--- src/rtl/regfile_dump.sv ---
// Debug read-out engine: walks registers START_REG..END_REG through one regfile
// read port and streams (index, value) words on a valid/ready interface.
module regfile_dump #(
    parameter int DATA_WIDTH = 32,
    parameter int ADDR_WIDTH = 5,
    parameter int START_REG  = 0,
    parameter int END_REG    = 31
) (
    input  logic                  clk,
    input  logic                  rst,
    input  logic                  start,
    input  logic                  abort,
    output logic [ADDR_WIDTH-1:0] rd_addr,
    input  logic [DATA_WIDTH-1:0] rd_data,
    output logic                  out_valid,
    input  logic                  out_ready,
    output logic [ADDR_WIDTH-1:0] out_index,
    output logic [DATA_WIDTH-1:0] out_data,
    output logic                  busy,
    output logic                  done
);

    typedef enum logic [1:0] {
        IDLE,
        READ,
        SEND
    } state_t;

    localparam logic [ADDR_WIDTH-1:0] FIRST_REG = ADDR_WIDTH'(START_REG);
    localparam logic [ADDR_WIDTH-1:0] LAST_REG  = ADDR_WIDTH'(END_REG);

    state_t                state;
    state_t                state_next;
    logic [ADDR_WIDTH-1:0] cnt;
    logic                  handshake;
    logic                  last_word;

    assign handshake = out_valid && out_ready;
    assign last_word = (cnt == LAST_REG);

    always_ff @(posedge clk) begin
        if (rst) begin
            state <= IDLE;
        end else begin
            state <= state_next;
        end
    end

    // abort outranks both a pending handshake and a start arriving in IDLE
    always_comb begin
        state_next = state;
        busy       = 1'b0;
        rd_addr    = '0;
        case (state)
            IDLE: begin
                if (start && !abort) begin
                    state_next = READ;
                end
            end
            READ: begin
                busy       = 1'b1;
                rd_addr    = cnt;
                state_next = abort ? IDLE : SEND;
            end
            SEND: begin
                busy    = 1'b1;
                rd_addr = cnt;
                if (abort) begin
                    state_next = IDLE;
                end else if (handshake) begin
                    state_next = last_word ? IDLE : READ;
                end
            end
            default: state_next = IDLE;
        endcase
    end

    // The word is captured on the READ edge, so a same-edge regfile write is not seen
    always_ff @(posedge clk) begin
        if (rst) begin
            cnt       <= FIRST_REG;
            out_valid <= 1'b0;
            out_index <= '0;
            out_data  <= '0;
            done      <= 1'b0;
        end else begin
            done <= 1'b0;
            case (state)
                IDLE: begin
                    if (start && !abort) begin
                        cnt <= FIRST_REG;
                    end
                end
                READ: begin
                    if (!abort) begin
                        out_valid <= 1'b1;
                        out_index <= cnt;
                        out_data  <= rd_data;
                    end
                end
                SEND: begin
                    if (abort) begin
                        out_valid <= 1'b0;
                    end else if (handshake) begin
                        out_valid <= 1'b0;
                        if (last_word) begin
                            done <= 1'b1;
                        end else begin
                            cnt <= cnt + ADDR_WIDTH'(1);
                        end
                    end
                end
                default: ;
            endcase
        end
    end

endmodule

--- config.mk ---
export PLATFORM = sky130hd
export DESIGN_NAME = regfile_dump
export DESIGN_NICKNAME = d
export VERILOG_FILES = /design/src/rtl/regfile_dump.sv
export SDC_FILE = /design/constraint.sdc
export NUM_CORES = 1
export LEC_CHECK = 0
export CORE_MARGIN = 4
export CORE_UTILIZATION = 38
export CTS_BUF_LIST = sky130_fd_sc_hd__clkbuf_8 sky130_fd_sc_hd__clkbuf_16
export CTS_CLUSTER_DIAMETER = 150
export DETAILED_ROUTE_END_ITERATION = 7
export PLACE_DENSITY = 0.73
export REMOVE_ABC_BUFFERS = 1
export SYNTH_ARGS = -nofsm -noshare
export SYNTH_HDL_FRONTEND = slang
export SYNTH_SLANG_ARGS = --single-unit
export TNS_END_PERCENT = 1
--- constraint.sdc ---
create_clock -name clk -period 1.9 [get_ports clk]
set_input_delay 0.38 -clock clk [delete_from_list [all_inputs] [get_ports clk]]
set_output_delay 0.38 -clock clk [all_outputs]
set_load 0.01 [all_outputs]
==> metrics list <==
- Counting the buffers created by CTS gives 5.
- Arrival time at the worst endpoint: 2070 ps
- Cell area after placement: 2810 sq um
- Summed over all cells, the static leakage comes to 1.06 nW.
- Unrepaired setup endpoints after global routing: yes
* Most area-hungry cell type in the Yosys netlist: sky130_fd_sc_hd__dfxtp_1
- R2r setup slk: 10 ps
- Endpoint class of the critical path: register
- The synthesized design contains 46 register bits.
- The number of pins with negative max-slew slack in the final report came to 0.
* Final routed wire length divided by cell count: 12.6 um
* Slowest cell on the critical path: sky130_fd_sc_hd__or3b_1
* Worst-Skew Late Latency: 290 ps
* Hold Crit Depth: 3
* Startpoint type of the worst setup path: register
- Max-cap violations in this run came to 0.
- X dimension of the die: 79.0 um
- Overall fraction of global-route tracks in use: 15.6%
* Reg clk slew, reported paths: 80 ps
- IR analysis of the VDD net gives a maximum drop of 431 uV.
- TritonCTS built the clock tree.
* Largest net degree at the start of global routing: 47
* Clock tree sinks: 46
- Setup repair bufs after CTS: 0
- Main area contributors after synthesis: sky130_fd_sc_hd__dfxtp_1 (48%), sky130_fd_sc_hd__nand2_1 (16%), sky130_fd_sc_hd__a21oi_1 (12%), sky130_fd_sc_hd__ha_1 (3.9%), sky130_fd_sc_hd__clkbuf_8 (2.2%)
- After floorplanning, the core was sized to cover 4790 sq um.
* Most common cell after layout, fill and taps aside: sky130_fd_sc_hd__nand2_1
- Tmin final: 1890 ps
- The number of cells on the worst reg-to-reg path is 7.
* Worst slew margin relative to its limit: 68.0%
- The repair_antennas step left the layout with diodes totalling 0.
- Die footprint: 6230 sq um
- The via count of the first global-routing pass was 1655.
* Critical setup path kind: register to register
- Pin placement for this block handled 82 I/O pins.
- Largest clock skew in the final design: 3.31 ps
* Run status: completed
- Worst-case hold path end point: cnt[3]
- The die is 79.0 um tall.
* R2R Path End: cnt[3]
* Number of levels in the clock H-tree: 2
- In the synthesized netlist, the number of instances is 235.
- The net count of the finished layout is 364.
- The critical path contains buffers and inverters numbering 0 combined.
* Required time of the critical path: 2080 ps
- Share of the clock period used by the worst path: 99.4%
* Bufs on Longest Clock Path: 2
- The synthesized design devotes to its leading area cell type 48.1% of total area.
- Max Fanout on Critical Path: 3
* Setup violations, final: 0
* Effective utilization at floorplan: 40.0%
- Critical-path cell list: ha_1 > and3_1 > ha_2 > or3b_1 > a221o_1 > a21oi_1 > o22ai_1
- After synthesis, the netlist uses 31 different library cells.
* Post-layout worst setup margin: 10.5 ps
- Compared with the post-synthesis result, the final layout area differs by 53.5%.
- Final Wtd Congestion: 0.840
- Of the cells placed in the final design, the portion with a size suffix greater than 1 is 9.63%.
- Count of input and output buffers: 81
- Violation count after the first detailed-route iteration: 65
- Syn avg cell area: 8.14 sq um
- Measured on the finished design, the core utilization comes to 61.4%.
- Across all layers, the routed design uses 1810 vias.
- Post-Syn Area: 1910 sq um
- First-pass DRT Iterations: 4
- After routing the design area is 2940 sq um.
* Final routed DRC violation total: 0
- Number of failing hold endpoints at the final stage: 0
* Transition time at the pin with the least slew margin: 480 ps
- Detailed Route WL: 4.90 mm
- Routed vias/inst: 4.65
- Kind of cell adding the most delay to the critical path: simple AND/OR/NAND/NOR gates
- Overall power consumption: 2.12 mW
- The root buffer cell chosen for the clock tree is sky130_fd_sc_hd__clkbuf_8.
* Leftover overflow at the end of global routing: 0
- The startpoint identified for the worst register-to-register timing path is cnt[0].
- Number of warning messages in the yosys log: 0
- Half-perimeter wire length after placement: 3.43 mm
- Register area share after synthesis: 48.1%
- First-pass GRT wire length: 7.78 mm
- Path type of the worst min-delay path: primary input to register
- Slowest cell delay on critical path: 360 ps
- Post-place setup slack: 18.0 ps
- In this run the most critical hold path is launched from rst.
- Power Dens Cells: 722 nW/um^2
- Based on the critical path, the design can be clocked at up to 0.529 GHz.
- Number of routed nets with antenna violations: 0
- Most used cells in the layout excluding fill and tap cells: sky130_fd_sc_hd__nand2_1 (82), sky130_fd_sc_hd__clkdlybuf4s50_1 (74), sky130_fd_sc_hd__dfxtp_1 (45)
* Initial antenna violation count: 0
- The floorplan has 25 rows.
-- per-stage QoR --
| step | std cells | setup TNS [ps] | hold slack [ps] |
|---|---|---|---|
| 2_1_floorplan | 220 | 0 | 449 |
| 3_3_place_gp | 381 | 0 | 440 |
| 3_5_place_dp | 381 | 0 | 446 |
| 4_1_cts | 389 | 0 | 416 |
| 5_1_grt | 389 | -86.0 | 404 |
| 6_report | 389 | 0 | 430 |
-- what timing repair did --
| action | 4_1_cts | 5_1_grt |
|---|---|---|
| endpoints found under the hold margin | 0 | 0 |
| endpoints found under the setup margin | 6 | 11 |
| resized for setup | 8 | 8 |
| pin swaps | 0 | 2 |
| gates cloned | 0 | 0 |
| hold buffers | 0 | 0 |
-- Yosys cell counts, drive strengths merged --
cell     count
a21oi       45
a221o        1
a221oi       1
a22o         1
a2bb2oi      1
a32o         1
and2         5
and2b        1
and3         1
buf          8
clkbuf       7
dfxtp       46
ha           6
inv          3
nand2       82
nand2b       6
nand3        2
nand3b       2
nand4        1
nor2         3
nor2b        2
nor3b        1
nor4         1
o21ai        2
o22ai        1
or3          3
or3b         1
or4          1
-- report_power, final --
group	total (mW)	internal (mW)	switching, mW
clock	0.590	0.288	0.302
combinational	0.489	0.264	0.225
sequential	1.04	1.02	0.0266
-- worst register-to-register path, stage by stage (launching register included) --
cell,delay (ps)
sky130_fd_sc_hd__dfxtp_1,320
sky130_fd_sc_hd__ha_1,220
sky130_fd_sc_hd__and3_1,200
sky130_fd_sc_hd__ha_2,180
sky130_fd_sc_hd__or3b_1,360
sky130_fd_sc_hd__a221o_1,320
sky130_fd_sc_hd__a21oi_1,120
sky130_fd_sc_hd__o22ai_1,80
-- layout make-up --
type,instances,area (sq um)
Clock buffer,6,82.6
Clock inverter,2,8.76
Fill cell,448,1850
Inverter,3,11.3
Multi-Input combinational cell,171,917
Sequential cell,46,922
Tap cell,67,83.8
Timing Repair Buffer,94,911
-- state kept, by name, indices dropped and copies added (netlist names) --
signal	count
done	1
state	2
out_data	32
out_index	5
cnt	5
out_valid	1
-- kinds of logic (layout without fill, tap and decap cells) --
| logic type | after synthesis | after routing | synth area share (%) |
|---|---|---|---|
| buffers and inverters | 18 | 105 | 5.95 |
| AND/OR/NAND/NOR | 112 | 112 | 26.6 |
| AO/OA/AOI/OAI | 53 | 53 | 15.4 |
| adder cells (fa/ha/maj) | 6 | 6 | 3.92 |
| flip-flops | 46 | 46 | 48.1 |
-- metal layers --
metal | global-route usage, % | share of wire (%) | vias up
met4 | 3.61 | 1.0 | 0
met5 | 0 | 0 | -
met2 | 25.3 | 46 | 62
li1 | - | - | 941
met1 | 20.2 | 46 | 800
met3 | 5.10 | 7.3 | 7
-- how the worst max path moves through the flow --
stage	startpoint	endpoint	cells after the start
5_1_grt	cnt[0]	cnt[3]	7
4_1_cts	cnt[0]	cnt[3]	7
6_report	cnt[0]	cnt[3]	7
3_5_place_dp	cnt[0]	cnt[3]	7
2_1_floorplan	cnt[0]	cnt[3]	7
3_3_place_gp	state[0]	rd_addr[0]	4
No activity file was read; power rests on OpenSTA's default activity.
